### src/rtl/seq_restoring_divider_pkg.sv
// Shared definitions for the sequential restoring divider: FSM encoding and default width.
package seq_restoring_divider_pkg;

    localparam int DEF_N = 4;

    typedef enum logic [1:0] {
        ST_IDLE = 2'b00,
        ST_RUN  = 2'b01,
        ST_DONE = 2'b10
    } div_state_t;

endpackage

### src/rtl/seq_restoring_divider_div_step.sv
// One restoring division iteration: shift {P,W} left, trial-subtract D through a
// ripple chain of full adders, and restore P when the subtraction borrows.
module seq_restoring_divider_ha (
    input  logic i_a,
    input  logic i_b,
    output logic o_s,
    output logic o_c
);
    assign o_s = i_a ^ i_b;
    assign o_c = i_a & i_b;
endmodule

module seq_restoring_divider_fa (
    input  logic i_a,
    input  logic i_b,
    input  logic i_cin,
    output logic o_s,
    output logic o_cout
);
    logic w_s1;
    logic w_c1;
    logic w_c2;

    seq_restoring_divider_ha u_ha0 (.i_a(i_a),  .i_b(i_b),   .o_s(w_s1), .o_c(w_c1));
    seq_restoring_divider_ha u_ha1 (.i_a(w_s1), .i_b(i_cin), .o_s(o_s),  .o_c(w_c2));

    assign o_cout = w_c1 | w_c2;
endmodule

module seq_restoring_divider_div_step #(
    parameter int N = 4
) (
    input  logic [N:0]   i_p,
    input  logic [N-1:0] i_w,
    input  logic [N-1:0] i_d,
    output logic [N:0]   o_p_next,
    output logic [N-1:0] o_w_next
);
    logic [N:0]   w_tp;
    logic [N:0]   w_sub;
    logic [N:0]   w_diff;
    logic [N+1:0] w_carry;
    logic         w_no_borrow;

    assign w_tp       = {i_p[N-1:0], i_w[N-1]};
    assign w_sub      = ~{1'b0, i_d};
    assign w_carry[0] = 1'b1;

    for (genvar i = 0; i <= N; i++) begin : g_bit
        seq_restoring_divider_fa u_fa (
            .i_a   (w_tp[i]),
            .i_b   (w_sub[i]),
            .i_cin (w_carry[i]),
            .o_s   (w_diff[i]),
            .o_cout(w_carry[i+1])
        );
    end

    // Carry out means T.P >= D; a set bit shifted out of P would also guarantee it.
    assign w_no_borrow = w_carry[N+1] | i_p[N];
    assign o_p_next    = w_no_borrow ? w_diff : w_tp;
    assign o_w_next    = {i_w[N-2:0], w_no_borrow};
endmodule

### src/rtl/seq_restoring_divider.sv
// Sequential unsigned radix-2 restoring divider, one quotient bit per clock,
// with a start/busy/done handshake.
module seq_restoring_divider
    import seq_restoring_divider_pkg::*;
#(
    parameter int N = DEF_N
) (
    input  logic         clk,
    input  logic         reset,
    input  logic         start,
    input  logic [N-1:0] A,
    input  logic [N-1:0] B,
    output logic [N-1:0] Q,
    output logic [N-1:0] R,
    output logic         busy,
    output logic         done,
    output logic         dbz
);
    localparam int CW = $clog2(N + 1);

    div_state_t   r_state;
    div_state_t   w_next_state;
    logic [N:0]   r_p;
    logic [N-1:0] r_w;
    logic [N-1:0] r_d;
    logic [CW-1:0] r_cnt;
    logic [N-1:0] r_q;
    logic [N-1:0] r_r;
    logic         r_dbz;
    logic         r_dbz_wait;
    logic [N:0]   w_p_next;
    logic [N-1:0] w_w_next;
    logic         w_last;

    seq_restoring_divider_div_step #(.N(N)) u_step (
        .i_p     (r_p),
        .i_w     (r_w),
        .i_d     (r_d),
        .o_p_next(w_p_next),
        .o_w_next(w_w_next)
    );

    assign w_last = (r_cnt == CW'(N - 1));

    always_comb begin
        w_next_state = r_state;
        case (r_state)
            ST_IDLE: begin
                if (start) begin
                    w_next_state = (B != '0) ? ST_RUN : ST_DONE;
                end
            end
            ST_RUN: begin
                if (w_last) begin
                    w_next_state = ST_DONE;
                end
            end
            // A divide-by-zero result spends one extra cycle here so done lands
            // one edge after the start edge, like a one-iteration operation.
            ST_DONE: begin
                if (!r_dbz_wait) begin
                    w_next_state = ST_IDLE;
                end
            end
            default: w_next_state = ST_IDLE;
        endcase
    end

    always_ff @(posedge clk or posedge reset) begin
        if (reset) begin
            r_state    <= ST_IDLE;
            r_p        <= '0;
            r_w        <= '0;
            r_d        <= '0;
            r_cnt      <= '0;
            r_q        <= '0;
            r_r        <= '0;
            r_dbz      <= 1'b0;
            r_dbz_wait <= 1'b0;
        end else begin
            r_state <= w_next_state;
            case (r_state)
                ST_IDLE: begin
                    if (start) begin
                        if (B != '0) begin
                            r_p   <= '0;
                            r_w   <= A;
                            r_d   <= B;
                            r_cnt <= '0;
                        end else begin
                            r_q        <= '1;
                            r_r        <= A;
                            r_dbz      <= 1'b1;
                            r_dbz_wait <= 1'b1;
                        end
                    end
                end
                ST_RUN: begin
                    r_p   <= w_p_next;
                    r_w   <= w_w_next;
                    r_cnt <= r_cnt + CW'(1);
                    if (w_last) begin
                        r_q   <= w_w_next;
                        r_r   <= w_p_next[N-1:0];
                        r_dbz <= 1'b0;
                    end
                end
                ST_DONE: begin
                    r_dbz_wait <= 1'b0;
                end
                default: ;
            endcase
        end
    end

    assign Q    = r_q;
    assign R    = r_r;
    assign dbz  = r_dbz;
    assign busy = (r_state == ST_RUN);
    assign done = (r_state == ST_DONE) && !r_dbz_wait;
endmodule

### config.mk
export PLATFORM = sky130hd
export DESIGN_NAME = seq_restoring_divider
export DESIGN_NICKNAME = d
export VERILOG_FILES = /design/src/rtl/seq_restoring_divider_pkg.sv /design/src/rtl/seq_restoring_divider_div_step.sv /design/src/rtl/seq_restoring_divider.sv
export SDC_FILE = /design/constraint.sdc
export NUM_CORES = 1
export LEC_CHECK = 0
export ABC_AREA = 1
export CAP_MARGIN = 40
export CORE_AREA = 2 2 70 52
export DETAILED_ROUTE_END_ITERATION = 8
export DIE_AREA = 0 0 72 54
export GPL_TIMING_DRIVEN = 1
export PLACE_DENSITY = 0.72
export SYNTH_ARGS = -nofsm -noshare
export SYNTH_HDL_FRONTEND = slang
export SYNTH_SLANG_ARGS = --single-unit
### constraint.sdc
create_clock -name clk -period 2.5 [get_ports clk]
set_clock_uncertainty 0.15 [all_clocks]
set_input_delay 0.375 -clock clk [delete_from_list [all_inputs] [get_ports clk]]
set_output_delay 0.375 -clock clk [all_outputs]
set_load 0.03 [all_outputs]
==> reports/qor.csv, run 1 <==
metric;value;unit
diodes;0;
nFillCells;309;
wl;3178;um
slew_viol_final;0;
clkTransAtPathRegs;0.10;ns
layout.nets;227;
critical_path_class;reg2reg;
synthCells;182;
cts-root-buf;clkbuf_8;
cp.required;2.54;ns
finalPower;2.788;mW
critPathArrivalTime;2.56;ns
syn_area;1464;um2
setup_viol;1;
dieArea;3888;um2
max_freq;396.9;MHz
grt_usage;0.1862;
synth_nets;200;
postCtsHoldBufs;0;
path_max_fanout;4;
htree_levels;1;
postLayoutCoreUtil;0.5646;
grt-ovfl-total;0;
end_kind;flop;
tightest_slew;0.4209;ns
antenna_found_initial;0;
place.detailed.hpwl;2238;um
crit_top_cell;fa_2;
grt_pass1_wl;5375;um
status;complete, but fails checks;
min_period;2.520;ns
place_inst;243;
route.detailed.drc;0;
hold_viol;0;
ir_drop;593.9;uV
synth_cell_types;18;
numCtsBuffers;3;
ant_nets;0;
insertion_delay;0.28;ns
avgSynthCellArea;8.043;um2
multiInputGateArea;705.7;um2
layout-drive-gt1-share;0.1587;
finalSetupTns;-0.01970;ns
die_w;72;um
seqCellArea;700.7;um2
clock_sinks;28;
setup_slack;-0.01970;ns
vias_per_cell;4.899;
via_count;1215;
dpl_worst_slack;-0.1542;ns
grt_max_degree;29;
synth_top_cells_by_area;dfrtp_1 (48%), nand2_1 (18%), nand3_1 (7.9%), inv_1 (6.2%), fa_1 (4.1%);
syn_to_final_growth;27.69;%
power_density;1492;nW/um2
rows;18;
synth_seq_cells;28;
drtIter0Drc;168;
cp-start-kind;flop;
initial_utilization;0.4422;
yosysTopAreaCell;dfrtp_1;
cp_cell_sequence;inv_1, ha_2, fa_2, fa_2, fa_2, ha_4, inv_2, nor2_2, nand3_2, nand3_2, nand2_1, nand2_1;
pin_count;22;
p_leak;0.9689;nW
violations;negative setup slack;
grt_pass1_vias;1172;
drv_cap;0;
critPathSlowestCell;fa_2;
slew_headroom;0.7187;
post-route-period-util;1.008;
cts_max_path_buffers;2;
die_y;54;um
final_cell_area;1869;um2
rsz0062_at_grt;yes;
slowest_delay;0.37;ns
dr.pass1.iters;4;
hp-class;in2async;
yosysTopAreaCellShare;0.4786;
place_congestion;0.8633;
fin_cells;248;
ys_warn_count;0;
yosysSeqAreaShare;0.4786;
port_buffers;21;
placed_cell_area;1729;um2
drt-wirelength-per-cell;12.81;um
whs;0.2960;ns
core-area;3311;um2
cts_tree;done;
==> power breakdown <==
part	switching [mW]	leakage, nW	total (mW)	internal, mW
Combinational	1.00	0.583	1.61	0.608
Sequential	0.144	0.350	0.812	0.668
Clock	0.152	0.0357	0.367	0.215
Total	1.30	0.969	2.79	1.49
==> registers in the layout (all words and copies together), names as in the netlist <==
register	flops
r_state	2
r_w	4
r_dbz_wait	1
Q	4
r_d	4
dbz	1
R	4
r_p	5
r_cnt	3
==> kinds of logic (layout without fill, tap and decap cells) <==
group           after synthesis  after routing  synth area share
compound gates               10             10           0.04444
simple gates                108            108            0.3145
flops                        28             28            0.4786
fa+ha+maj                     7              7           0.07522
buf+inv                      29             55           0.08718
==> Yosys cell counts (all sizes together) <==
master and count:
nand2 73, dfrtp 28, inv 26, nand3 24, nor2 9, o21ai 9
ha 4, buf 3, fa 3, a21oi 1, nand3b 1, nor3 1
==> layout by cell type (no fill, tap or decap) <==
cell	count
clkdlybuf4s50_1	21
ha_1	2
nand3b_1	1
nand2_4	2
buf_4	3
inv_1	23
inv_2	3
nor2_2	2
o21ai_0	5
nand3_2	8
nor2_4	1
nor3_1	1
ha_4	1
nand3_1	16
buf_6	1
dfrtp_1	28
clkbuf_8	3
nand2_1	71
bufinv_16	1
a21oi_1	1
o21ai_2	4
nor2_1	6
ha_2	1
fa_2	3
==> area by class of cell <==
class	instances	area share
multi-input cells	125	0.3775
flip-flops and latches	28	0.3748
repair buffers	25	0.1305
inverters	26	0.05221
well taps	40	0.02677
clock buffers	3	0.02209
clock inverters	1	0.01606
==> critical path, delay by kind of cell (launching register included) <==
kind          cells  cell delay [ns]
flops             1             0.35
buf+inv           2             0.10
fa+ha+maj         5             1.43
simple gates      5             0.41
==> timing repair <==
item,in CTS,in global routing
resized for setup,4,10
pin swaps,8,2
setup endpoints to repair,11,8
setup buffers,1,0
==> worst paths after layout <==
kind | end | slack [ns] | start | cells past startpoint
hold / removal | r_state[1]$_DFFE_PP0P_ | 0.30 | reset | 3
setup / recovery | R[3]$_DFFE_PP0P_ | -0.02 | r_w[3]$_DFFE_PP0P_ | 12
min in group clk | Q[3]$_DFFE_PP0P_ | 0.34 | Q[3]$_DFFE_PP0P_ | 2
hold reg to reg | Q[3]$_DFFE_PP0P_ | 0.34 | Q[3]$_DFFE_PP0P_ | 2
max in group asynchronous | r_cnt[2]$_DFFE_PP0P_ | 1.63 | reset | 3
setup reg to reg | R[3]$_DFFE_PP0P_ | -0.02 | r_w[3]$_DFFE_PP0P_ | 12
==> routing by layer <==
| metal | global-route usage | part of all wire | vias up |
|---|---|---|---|
| met5 | 0 | 0 | - |
| met4 | 0.04403 | 0.0038 | 0 |
| met3 | 0.05056 | 0.061 | 2 |
| met2 | 0.2932 | 0.43 | 31 |
| met1 | 0.2585 | 0.50 | 570 |
| li1 | - | - | 612 |
Note: power is estimated with default switching activity, not from simulation.
==> inputs of run 2 (changes only) <==
- PLACE_DENSITY: 0.72 -> 0.73
==> reports/qor.csv, run 2 (synthesis gave the netlist of run 1 again) <==
metric;value;unit
power_density;1506;nW/um2
cp-start-kind;flop;
critPathBufInv;1;
setup_viol;0;
ant_nets;0;
p_int;1.504;mW
routed.top_layer;met4;
path_depth;11;
drt-wirelength-per-cell;12.94;um
crit_top_cell;fa_2;
fin_cells;248;
slowest_delay;0.40;ns
cp.required;2.53;ns
ff2ff_path_depth;11;
insertion_delay;0.28;ns
clock_sinks;28;
route.detailed.drc;0;
comb_power_share;0.582;
end_kind;flop;
dr.pass1.iters;5;
seqCellArea;700.7;um2
grt_usage;0.1898;
layout-drive-gt1-share;0.1635;
place_inst;243;
numCtsBuffers;3;
slew_viol_final;0;
layout.nets;227;
pin_count;22;
power_frac_seq;0.289;
largest-register;r_p;
antenna_found_initial;0;
critical_path_class;reg2reg;
path_max_fanout;4;
cp_cell_sequence;ha_2, fa_2, fa_2, fa_2, ha_4, inv_2, nor2_4, nand3_1, nand3_1, nand2_1, nand2_1;
finalPower;2.822;mW
grt_pass1_wl;5478;um
wl;3210;um
hp-class;in2async;
min_period;2.495;ns
met2_length;1416;um
setup_slack;0.005366;ns
netSwitchingPower;1.318;mW
die_w;72;um
postLayoutCoreUtil;0.5661;
die_y;54;um
drtIter0Drc;71;
post-route-period-util;0.9979;
place.detailed.hpwl;2239;um
status;complete, no violations;
port_buffers;21;
largest_reg_flops;5;
wl_met3;125;um
initial_utilization;0.4422;
rows;18;
core-area;3311;um2
switching_share;0.4670;
p_clk_frac;0.129;
final_common_cell;nand2_1;
tightest_slew;0.3978;ns
grt_pass1_vias;1207;
hold_viol;0;
drv_cap;0;
grt-ovfl-total;0;
cts_tree;done;
critical-path-top-delay-family;adder cells;
cts-root-buf;clkbuf_8;
placed_cell_area;1729;um2
critPathArrivalTime;2.52;ns
rsz0062_at_grt;yes;
place_congestion;0.8821;
max_freq;400.9;MHz
critPathSlowestCell;dfrtp_1;
dpl_worst_slack;-0.1439;ns
p_leak;0.9632;nW
slew_headroom;0.7341;
diodes;0;
via_count;1217;
final_cell_area;1874;um2
syn_to_final_growth;28.03;%
dieArea;3888;um2
wl_met1;1654;um
mostFrequentLayoutCells;nand2_1 (70), dfrtp_1 (28), inv_1 (23);
multiInputGateArea;714.4;um2
ir_drop;684.8;uV
vias_per_cell;4.907;
clkTransAtPathRegs;0.10;ns
grt_max_degree;29;
htree_levels;1;
cts_max_path_buffers;2;
nFillCells;320;
## run 2: routing by layer
| metal | up-vias | global-route usage |
|---|---|---|
| met4 | 0 | 0.04403 |
| met1 | 576 | 0.2570 |
| li1 | 615 | - |
| met3 | 2 | 0.04682 |
| met2 | 24 | 0.3117 |
| met5 | - | 0 |
## run 2: worst reg2reg max path: stages (launching register included)
cell and delay [ns]:
dfrtp_1 0.40, ha_2 0.19, fa_2 0.33, fa_2 0.34
fa_2 0.36, ha_4 0.18, inv_2 0.06, nor2_4 0.05
nand3_1 0.11, nand3_1 0.08, nand2_1 0.08, nand2_1 0.05
## run 2: metrics by stage
step	hold WS [ns]	setup TNS (ns)
2_1_floorplan	0.2904	0
3_3_place_gp	0.3042	-0.3550
3_5_place_dp	0.3091	-0.6348
4_1_cts	0.3156	0
5_1_grt	0.3528	-0.4916
6_report	0.3006	0
## run 2: power by group through the flow
| stage | clock (mW) | sequential (mW) | combinational (mW) |
|---|---|---|---|
| after floorplan | 0 | 0.932 | 0.947 |
| after global placement | 0 | 0.810 | 1.44 |
| after detailed placement | 0 | 0.816 | 1.47 |
| after CTS | 0.368 | 0.811 | 1.53 |
| after global routing | 0.392 | 0.844 | 1.86 |
| final | 0.365 | 0.815 | 1.64 |
## run 2: area by class of cell
| cell class | count | area share |
|---|---|---|
| repair buffers | 25 | 0.1282 |
| flip-flops and latches | 28 | 0.3738 |
| multi-input cells | 125 | 0.3812 |
| well taps | 40 | 0.02670 |
| clock inverters | 1 | 0.01602 |
| inverters | 26 | 0.05207 |
| clock buffers | 3 | 0.02203 |
## run 2: what timing repair did
item | 4_1_cts | 5_1_grt
hold buffers | 0 | 0
endpoints found under the setup margin | 11 | 7
pin swaps | 9 | 2
gates resized for setup | 6 | 10
buffers inserted | 0 | 1
## run 2: final timing paths
check	end	start	slack [ns]
min in group clk	Q[3]$_DFFE_PP0P_	Q[3]$_DFFE_PP0P_	0.33
min reg2reg	Q[3]$_DFFE_PP0P_	Q[3]$_DFFE_PP0P_	0.33
max	R[1]$_DFFE_PP0P_	r_d[0]$_DFFE_PP0P_	0.005
max in group asynchronous	r_d[0]$_DFFE_PP0P_	reset	1.64
min	r_state[1]$_DFFE_PP0P_	reset	0.30
max reg2reg	R[1]$_DFFE_PP0P_	r_d[0]$_DFFE_PP0P_	0.005
